**config.mk**
```make
export PLATFORM = sky130hd
export DESIGN_NAME = fma_sign_ctrl
export DESIGN_NICKNAME = d
export VERILOG_FILES = /design/src/rtl/fma_sign_ctrl.sv
export SDC_FILE = /design/constraint.sdc
export NUM_CORES = 1
export LEC_CHECK = 0
export CORE_MARGIN = 5
export CORE_UTILIZATION = 42
export CTS_CLUSTER_DIAMETER = 120
export CTS_CLUSTER_SIZE = 20
export DETAILED_ROUTE_END_ITERATION = 6
export MAX_ROUTING_LAYER = met4
export PLACE_DENSITY_LB_ADDON = 0.25
export SLEW_MARGIN = 10
export SYNTH_ARGS = -nofsm -noshare
export SYNTH_HDL_FRONTEND = slang
export SYNTH_SLANG_ARGS = --single-unit
```
**constraint.sdc**
```tcl
create_clock -name clk -period 1.4 [get_ports clk]
set_input_delay 0.42 -clock clk [delete_from_list [all_inputs] [get_ports clk]]
set_output_delay 0.42 -clock clk [all_outputs]
set_load 0.01 [all_outputs]
```
**src/rtl/fma_sign_ctrl.sv**
```systemverilog
// -----------------------------------------------------------------------------
// fma_sign_ctrl
//
// Pipelined sign-control unit for the single-precision FMA datapath. For each
// lane it folds the fused-operation mode into the operand signs:
//   sign_P  = sign_A ^ sign_B ^ op[1]   (op[1] negates the product)
//   sign_Ce = sign_C ^ op[0]            (op[0] negates the addend)
// It also produces the two's-complement enable pair {sign_Ce, sign_P} and the
// effective-subtract flag sign_P ^ sign_Ce.
//
// LANES lanes share one valid/ready handshake and travel through STAGES
// register stages. Empty stages (bubbles) are collapsed, so the pipe keeps
// accepting work under backpressure until every stage is occupied.
//
// Parameters
//   LANES   number of parallel lanes (>= 1)
//   STAGES  register stages from input to output (>= 1)
//   TAG_W   width of the opaque sideband tag (>= 1)
//
// Ports
//   clk        clock, all state updates on the rising edge
//   rst        synchronous active-high reset
//   in_valid   input transaction present
//   in_ready   unit accepts the input this cycle (combinational from out_ready)
//   sign_A     multiplicand sign per lane
//   sign_B     multiplier sign per lane
//   sign_C     addend sign per lane
//   op         mode per lane, lane i uses op[2i+1:2i]
//   in_tag     sideband tag
//   out_valid  output transaction present
//   out_ready  consumer accepts the output this cycle
//   sign_P     effective product sign per lane
//   sign_Ce    effective addend sign per lane
//   two_en     lane i: two_en[2i+1:2i] = {sign_Ce[i], sign_P[i]}
//   eff_sub    effective subtract per lane
//   out_tag    tag of the transaction on the outputs
// -----------------------------------------------------------------------------
module fma_sign_ctrl #(
    parameter int LANES  = 1,
    parameter int STAGES = 2,
    parameter int TAG_W  = 4
) (
    input  logic                 clk,
    input  logic                 rst,
    input  logic                 in_valid,
    output logic                 in_ready,
    input  logic [LANES-1:0]     sign_A,
    input  logic [LANES-1:0]     sign_B,
    input  logic [LANES-1:0]     sign_C,
    input  logic [2*LANES-1:0]   op,
    input  logic [TAG_W-1:0]     in_tag,
    output logic                 out_valid,
    input  logic                 out_ready,
    output logic [LANES-1:0]     sign_P,
    output logic [LANES-1:0]     sign_Ce,
    output logic [2*LANES-1:0]   two_en,
    output logic [LANES-1:0]     eff_sub,
    output logic [TAG_W-1:0]     out_tag
);

    localparam int LAST = STAGES - 1;

    // -------------------------------------------------------------------------
    // Per-lane sign helpers
    // -------------------------------------------------------------------------

    // Product sign: XOR of the operand signs, optionally negated by op[2i+1].
    function automatic logic [LANES-1:0] calc_sign_p(
        input logic [LANES-1:0]   a,
        input logic [LANES-1:0]   b,
        input logic [2*LANES-1:0] m
    );
        logic [LANES-1:0] r;
        r = '0;
        for (int i = 0; i < LANES; i++) begin
            r[i] = a[i] ^ b[i] ^ m[2*i+1];
        end
        return r;
    endfunction

    // Effective addend sign: addend sign optionally negated by op[2i].
    function automatic logic [LANES-1:0] calc_sign_ce(
        input logic [LANES-1:0]   c,
        input logic [2*LANES-1:0] m
    );
        logic [LANES-1:0] r;
        r = '0;
        for (int i = 0; i < LANES; i++) begin
            r[i] = c[i] ^ m[2*i];
        end
        return r;
    endfunction

    // Interleave the two sign vectors into the per-lane enable pair
    // {sign_Ce, sign_P}; this is the layout the legacy decoder produced.
    function automatic logic [2*LANES-1:0] calc_two_en(
        input logic [LANES-1:0] p,
        input logic [LANES-1:0] ce
    );
        logic [2*LANES-1:0] r;
        r = '0;
        for (int i = 0; i < LANES; i++) begin
            r[2*i]   = p[i];
            r[2*i+1] = ce[i];
        end
        return r;
    endfunction

    // -------------------------------------------------------------------------
    // Entry computation (stage 0 input)
    // -------------------------------------------------------------------------
    logic [LANES-1:0]   ent_sp_s;
    logic [LANES-1:0]   ent_sce_s;
    logic [2*LANES-1:0] ent_te_s;
    logic [LANES-1:0]   ent_es_s;

    assign ent_sp_s  = calc_sign_p(sign_A, sign_B, op);
    assign ent_sce_s = calc_sign_ce(sign_C, op);
    assign ent_te_s  = calc_two_en(ent_sp_s, ent_sce_s);
    // Effective subtract is set exactly when the enable pair is 01 or 10.
    assign ent_es_s  = ent_sp_s ^ ent_sce_s;

    // -------------------------------------------------------------------------
    // Pipeline state
    // -------------------------------------------------------------------------
    logic               v_q   [STAGES];
    logic               v_d   [STAGES];
    logic [LANES-1:0]   sp_q  [STAGES];
    logic [LANES-1:0]   sp_d  [STAGES];
    logic [LANES-1:0]   sce_q [STAGES];
    logic [LANES-1:0]   sce_d [STAGES];
    logic [2*LANES-1:0] te_q  [STAGES];
    logic [2*LANES-1:0] te_d  [STAGES];
    logic [LANES-1:0]   es_q  [STAGES];
    logic [LANES-1:0]   es_d  [STAGES];
    logic [TAG_W-1:0]   tag_q [STAGES];
    logic [TAG_W-1:0]   tag_d [STAGES];

    logic               rdy_s [STAGES];
    logic               rdy_acc_s;

    // Ready chain: a stage can take new content if it is empty or everything
    // downstream of it can move. Built from the output end with a running
    // accumulator so the array is never read while it is being written.
    always_comb begin
        rdy_acc_s = out_ready;
        for (int k = STAGES - 1; k >= 0; k--) begin
            rdy_acc_s = rdy_acc_s | ~v_q[k];
            rdy_s[k]  = rdy_acc_s;
        end
    end

    // Next-state for every stage: hold by default, advance when ready.
    // Data only loads when a valid transaction arrives, so bubbles leave the
    // previous payload in place and merely clear the valid bit.
    always_comb begin
        for (int k = 0; k < STAGES; k++) begin
            v_d[k]   = v_q[k];
            sp_d[k]  = sp_q[k];
            sce_d[k] = sce_q[k];
            te_d[k]  = te_q[k];
            es_d[k]  = es_q[k];
            tag_d[k] = tag_q[k];
        end

        if (rdy_s[0]) begin
            v_d[0] = in_valid;
            if (in_valid) begin
                sp_d[0]  = ent_sp_s;
                sce_d[0] = ent_sce_s;
                te_d[0]  = ent_te_s;
                es_d[0]  = ent_es_s;
                tag_d[0] = in_tag;
            end else begin
                v_d[0] = 1'b0;
            end
        end else begin
            v_d[0] = v_q[0];
        end

        for (int k = 1; k < STAGES; k++) begin
            if (rdy_s[k]) begin
                v_d[k] = v_q[k-1];
                if (v_q[k-1]) begin
                    sp_d[k]  = sp_q[k-1];
                    sce_d[k] = sce_q[k-1];
                    te_d[k]  = te_q[k-1];
                    es_d[k]  = es_q[k-1];
                    tag_d[k] = tag_q[k-1];
                end else begin
                    v_d[k] = 1'b0;
                end
            end else begin
                v_d[k] = v_q[k];
            end
        end
    end

    // Stage registers with synchronous reset that flushes valids and payload.
    always_ff @(posedge clk) begin
        if (rst) begin
            for (int k = 0; k < STAGES; k++) begin
                v_q[k]   <= 1'b0;
                sp_q[k]  <= '0;
                sce_q[k] <= '0;
                te_q[k]  <= '0;
                es_q[k]  <= '0;
                tag_q[k] <= '0;
            end
        end else begin
            for (int k = 0; k < STAGES; k++) begin
                v_q[k]   <= v_d[k];
                sp_q[k]  <= sp_d[k];
                sce_q[k] <= sce_d[k];
                te_q[k]  <= te_d[k];
                es_q[k]  <= es_d[k];
                tag_q[k] <= tag_d[k];
            end
        end
    end

    // -------------------------------------------------------------------------
    // Outputs: straight from the last stage registers
    // -------------------------------------------------------------------------
    assign in_ready  = rdy_s[0];
    assign out_valid = v_q[LAST];
    assign sign_P    = sp_q[LAST];
    assign sign_Ce   = sce_q[LAST];
    assign two_en    = te_q[LAST];
    assign eff_sub   = es_q[LAST];
    assign out_tag   = tag_q[LAST];

endmodule

```
== Word level (Yosys, flattened, before mapping) ==
Memory sizes are Yosys's and may differ from the RTL's.
Cells that the tools add are included.
Widths: inputs -> output; s select.
Storage, ports and cells
  bits in registers: 0
  memory bits (writable): 20
  output and inout port bits: 11
  memories: 6
Memory list
  tag_q: words 2, width 4, rd ports 2, clocked after memory_dff 0, write ports 2, line 136  | logic [TAG_W-1:0] tag_q [STAGES];
  te_q: words 2, width 2, rd ports 2, clocked after memory_dff 0, write ports 2, line 132  | logic [2*LANES-1:0] te_q [STAGES];
  es_q: words 2, width 1, rd ports 2, clocked after memory_dff 0, write ports 2, line 134  | logic [LANES-1:0] es_q [STAGES];
  sce_q: words 2, width 1, rd ports 2, clocked after memory_dff 0, write ports 2, line 130  | logic [LANES-1:0] sce_q [STAGES];
  sp_q: words 2, width 1, rd ports 2, clocked after memory_dff 0, write ports 2, line 128  | logic [LANES-1:0] sp_q [STAGES];
  v_q: words 2, width 1, rd ports 2, clocked after memory_dff 0, write ports 2, line 126  | logic v_q [STAGES];
Cells by class
  mux-type cells: 39
  bitwise operators: 20
Operators with widths (number)
  $mux 1: 27
  $mux 4: 6
  $or 1x1->1: 14
  $mux 2: 6
  $xor 1x1->1: 4
  $not 1->1: 2

== Depth between registers and ports, before layout ==
  depth in word-level cells: 6
  depth in mapped cells: 4

== Worst setup path after synthesis ==
Ideal clock, no wire load.
  path type: input-to-reg
  start: input out_ready
  end: memory es_q[0][0]
  setup time: 122 ps
  arrival time: 1134 ps
  data required time: 1278 ps
  setup slack: 145 ps
  stages: 4
  path buffers: 0
  cell sequence: nand3b_4 -> nand2_4 -> nor3_2 -> a221o_1
RTL lines
  from (decl): line 53  | input logic out_ready,
  to (decl): line 134

==> results.json <==
{
  "setup.worst_path.end_class": "output port",
  "synth.top_cell.area_share": 0.463,
  "place_congestion": 0.764,
  "finish.utilization": 0.676,
  "number_of_buffers_on_the_longest_clock_path": 2,
  "tightest_slew_ns": 0.211,
  "grt_start_max_net_pins": 10,
  "kind_of_path_behind_the_tightest_hold_check": "reg -> reg",
  "worst_hold_path.num_cells": 2,
  "yosysMostFrequentCell": "dfxtp_1",
  "place.port_buffers": 23,
  "die_x_um": 50.6,
  "cp_data_required_time_ns": 0.98,
  "ir_worst_vdd_v": 0.000584,
  "timing.final.crit_share": 0.969,
  "drt-total-wl_um": 1400,
  "syn-num-nets": 85,
  "p_leak_uw": 0.000538,
  "max_cap_violations": 0,
  "min-delay-start": "tag_q[0][1]$_SDFFE_PP0P_",
  "design.core.area_sq_um": 1540,
  "cpPeakStageDelay_ns": 0.37,
  "rr_startpoint": "v_q[0][0]$_SDFFE_PP0P_",
  "maxSlewHeadroom": 0.858,
  "drc_markers": 0,
  "initial_utilization": 0.449,
  "synth-seq-area-share": 0.463,
  "grt_pass1_vias": 552,
  "netlist_instances": 72,
  "tritoncts": "done",
  "ctsHtreeMaxLevel": 1,
  "reg2regPathDepth": 5,
  "synth_warnings": 0,
  "cp_top_family": "flip-flops",
  "post_drt_wl_per_cell_um": 11.8,
  "avgSynthCellArea_sq_um": 9.61,
  "cts.sinks": 16,
  "pwr_density_cell_nw_per_um2": 933,
  "setup.worst_path.class": "reg -> out",
  "n_antenna_cell": 0,
  "whs_endpoint": "tag_q[0][1]$_SDFFE_PP0P_",
  "placement.cell_area_sq_um": 966,
  "grt_antenna_before_repair": 0,
  "worst-r2r-setup-slack_ns": 0.19,
  "ctsRootBufferMaster": "clkbuf_4",
  "hold_buffers": 0,
  "detailedPlacementHpwl_um": 1050,
  "vias": 576,
  "ratio_of_cells_with_drive_above_1_in_the_final_layout": 0.265,
  "critPathBufInv": 1,
  "drtPass1Iterations": 2,
  "crit_cells": 1,
  "ys_top_cells_by_count": "16 x dfxtp_1, 9 x nor2_1, 8 x mux2i_1, 7 x a21oi_1, 6 x buf_4",
  "critical_path.startpoint_type": "flip-flop",
  "final-setup-viol-count": 0,
  "ant_nets": 0,
  "timing.critical_path.cells": "dlygate4sd2_1",
  "slowest_stage": "dfxtp_4",
  "clock.fmax_ghz": 0.737,
  "yosys.area.top_type": "dfxtp_1",
  "timing.final.ws_setup_ns": 0.0432,
  "cts_made_buffers": 3,
  "grt_first_pass_wirelength_um": 2340,
  "design.die.area_sq_um": 2560,
  "io_pins": 24,
  "synth_edf_count": 0,
  "fin_worst_skew_ns": 0.00152,
  "post_drt_via_cell_ratio": 4.88,
  "synth_area_sq_um": 692,
  "clkLatencyLatePin_ns": 0.28,
  "ys_dominant_reg_cell": "dfxtp_1",
  "chipHeight_um": 50.6,
  "grt.overflow.total": 0,
  "worstPathArrival_ns": 0.94,
  "clkSlewWorstSetupHoldPaths_ns": 0.10,
  "count_of_final_hold_check_violations": 0,
  "final.min_clock_period_ns": 1.36,
  "floorplan.rows": 14,
  "synth-async-reset-ratio": 0,
  "synth_cell_types": 19,
  "outcome": "finished, final reports clean",
  "post-route-cell-area_sq_um": 1040,
  "final-max-slew-violation-count": 0,
  "crit_path_max_fanout": 4,
  "ys_ff_latch": 16,
  "pre_cts_ws_ns": -0.603,
  "grtUsageTotal": 0.122,
  "drt-initial-drc-count": 1,
  "top_cells_by_area_in_the_synthesized_netlist": "dfxtp_1 46%, mux2i_1 12%, buf_4 6.5%",
  "rr_endpoint": "es_q[0][0]$_SDFFE_PP0P_",
  "layout.nets": 116,
  "synthToLayoutAreaGrowth_pct": 50.6
}
-- where the power goes --
part | internal, uW | switching (uW) | leakage [uW]
registers | 478 | 13.1 | 0.000132
clock network | 158 | 148 | 0.0000210
logic | 104 | 71.5 | 0.000385
total | 740 | 232 | 0.000538
-- state kept, by name (all words and copies together) (netlist names) --
signal  cells
sp_q        1
tag_q       8
sce_q       1
te_q        2
v_q         2
es_q        2
-- cell usage in the layout (no fill, tap or decap), types with 2 or more instances in the layout --
cell	instances
buf_4	11
xnor2_2	2
a21oi_1	7
nand2_1	5
inv_1	3
nor2_1	9
clkbuf_4	3
mux2i_1	8
dlymetal6s2s_1	2
dlygate4sd2_1	9
clkdlybuf4s15_1	2
buf_6	2
nand3_1	5
dfxtp_1	14
clkdlybuf4s50_1	9
-- through the flow --
| stage | hold slack [ns] | instances | setup TNS, ns | total power [uW] |
|---|---|---|---|---|
| global route | 0.473 | 118 | -0.0237 | 1030 |
| CTS | 0.458 | 117 | 0 | 965 |
| floorplan | 0.436 | 72 | 0 | 584 |
| global placement | 0.443 | 113 | -3.77 | 664 |
| finish | 0.457 | 118 | 0 | 972 |
| detailed placement | 0.444 | 113 | -4.31 | 668 |
-- final cells by class --
class / count / area (sq um)
Timing Repair Buffer: 35 / 319
Fill cell: 128 / 499
Clock buffer: 4 / 36.3
Sequential cell: 16 / 325
Inverter: 3 / 11.3
Tap cell: 16 / 20.0
Multi-Input combinational cell: 44 / 330
-- worst max-delay path by stage --
stage,start,endpoint,slack [ns]
after floorplan,out_ready,es_q[0][0]$_SDFFE_PP0P_,0.14
after global placement,out_ready,in_ready,-0.57
after detailed placement,out_ready,in_ready,-0.60
after CTS,out_ready,in_ready,0.007
after global routing,op[0],es_q[0][0]$_SDFFE_PP0P_,-0.02
final,v_q[0][1]$_SDFFE_PP0P_,out_valid,0.04
-- what timing repair did --
item / CTS / global route
endpoints found under the hold margin: 0 / 0
setup buffers: 0 / 1
pin swaps: 0 / 3
endpoints found under the setup margin: 13 / 4
gates resized for setup: 17 / 11
-- worst register-to-register path, cell delays in order, from the launching register on --
cell,delay [ns]
dfxtp_1,0.39
nand3b_4,0.10
buf_6,0.14
nand2_4,0.09
nor3_2,0.05
a221o_1,0.34
-- routing by layer --
metal	share of wire	track usage	vias up	wire [um]
met5	0	-	-	0
met2	0.50	0.194	17	697
met3	0.047	0.0178	4	66
li1	-	-	294	-
met1	0.42	0.137	261	590
met4	0.029	0.0894	0	40
-- cell families (layout without fill, tap and decap cells) --
| family | after synthesis | count (layout) | share of synthesized area |
|---|---|---|---|
| simple gates | 24 | 24 | 0.193 |
| flops | 16 | 16 | 0.463 |
| buf+inv | 12 | 42 | 0.101 |
| compound gates | 9 | 9 | 0.0886 |
| mux | 8 | 8 | 0.116 |
| xor+xnor | 3 | 3 | 0.0380 |
No activity file was read; power rests on OpenSTA's default activity.
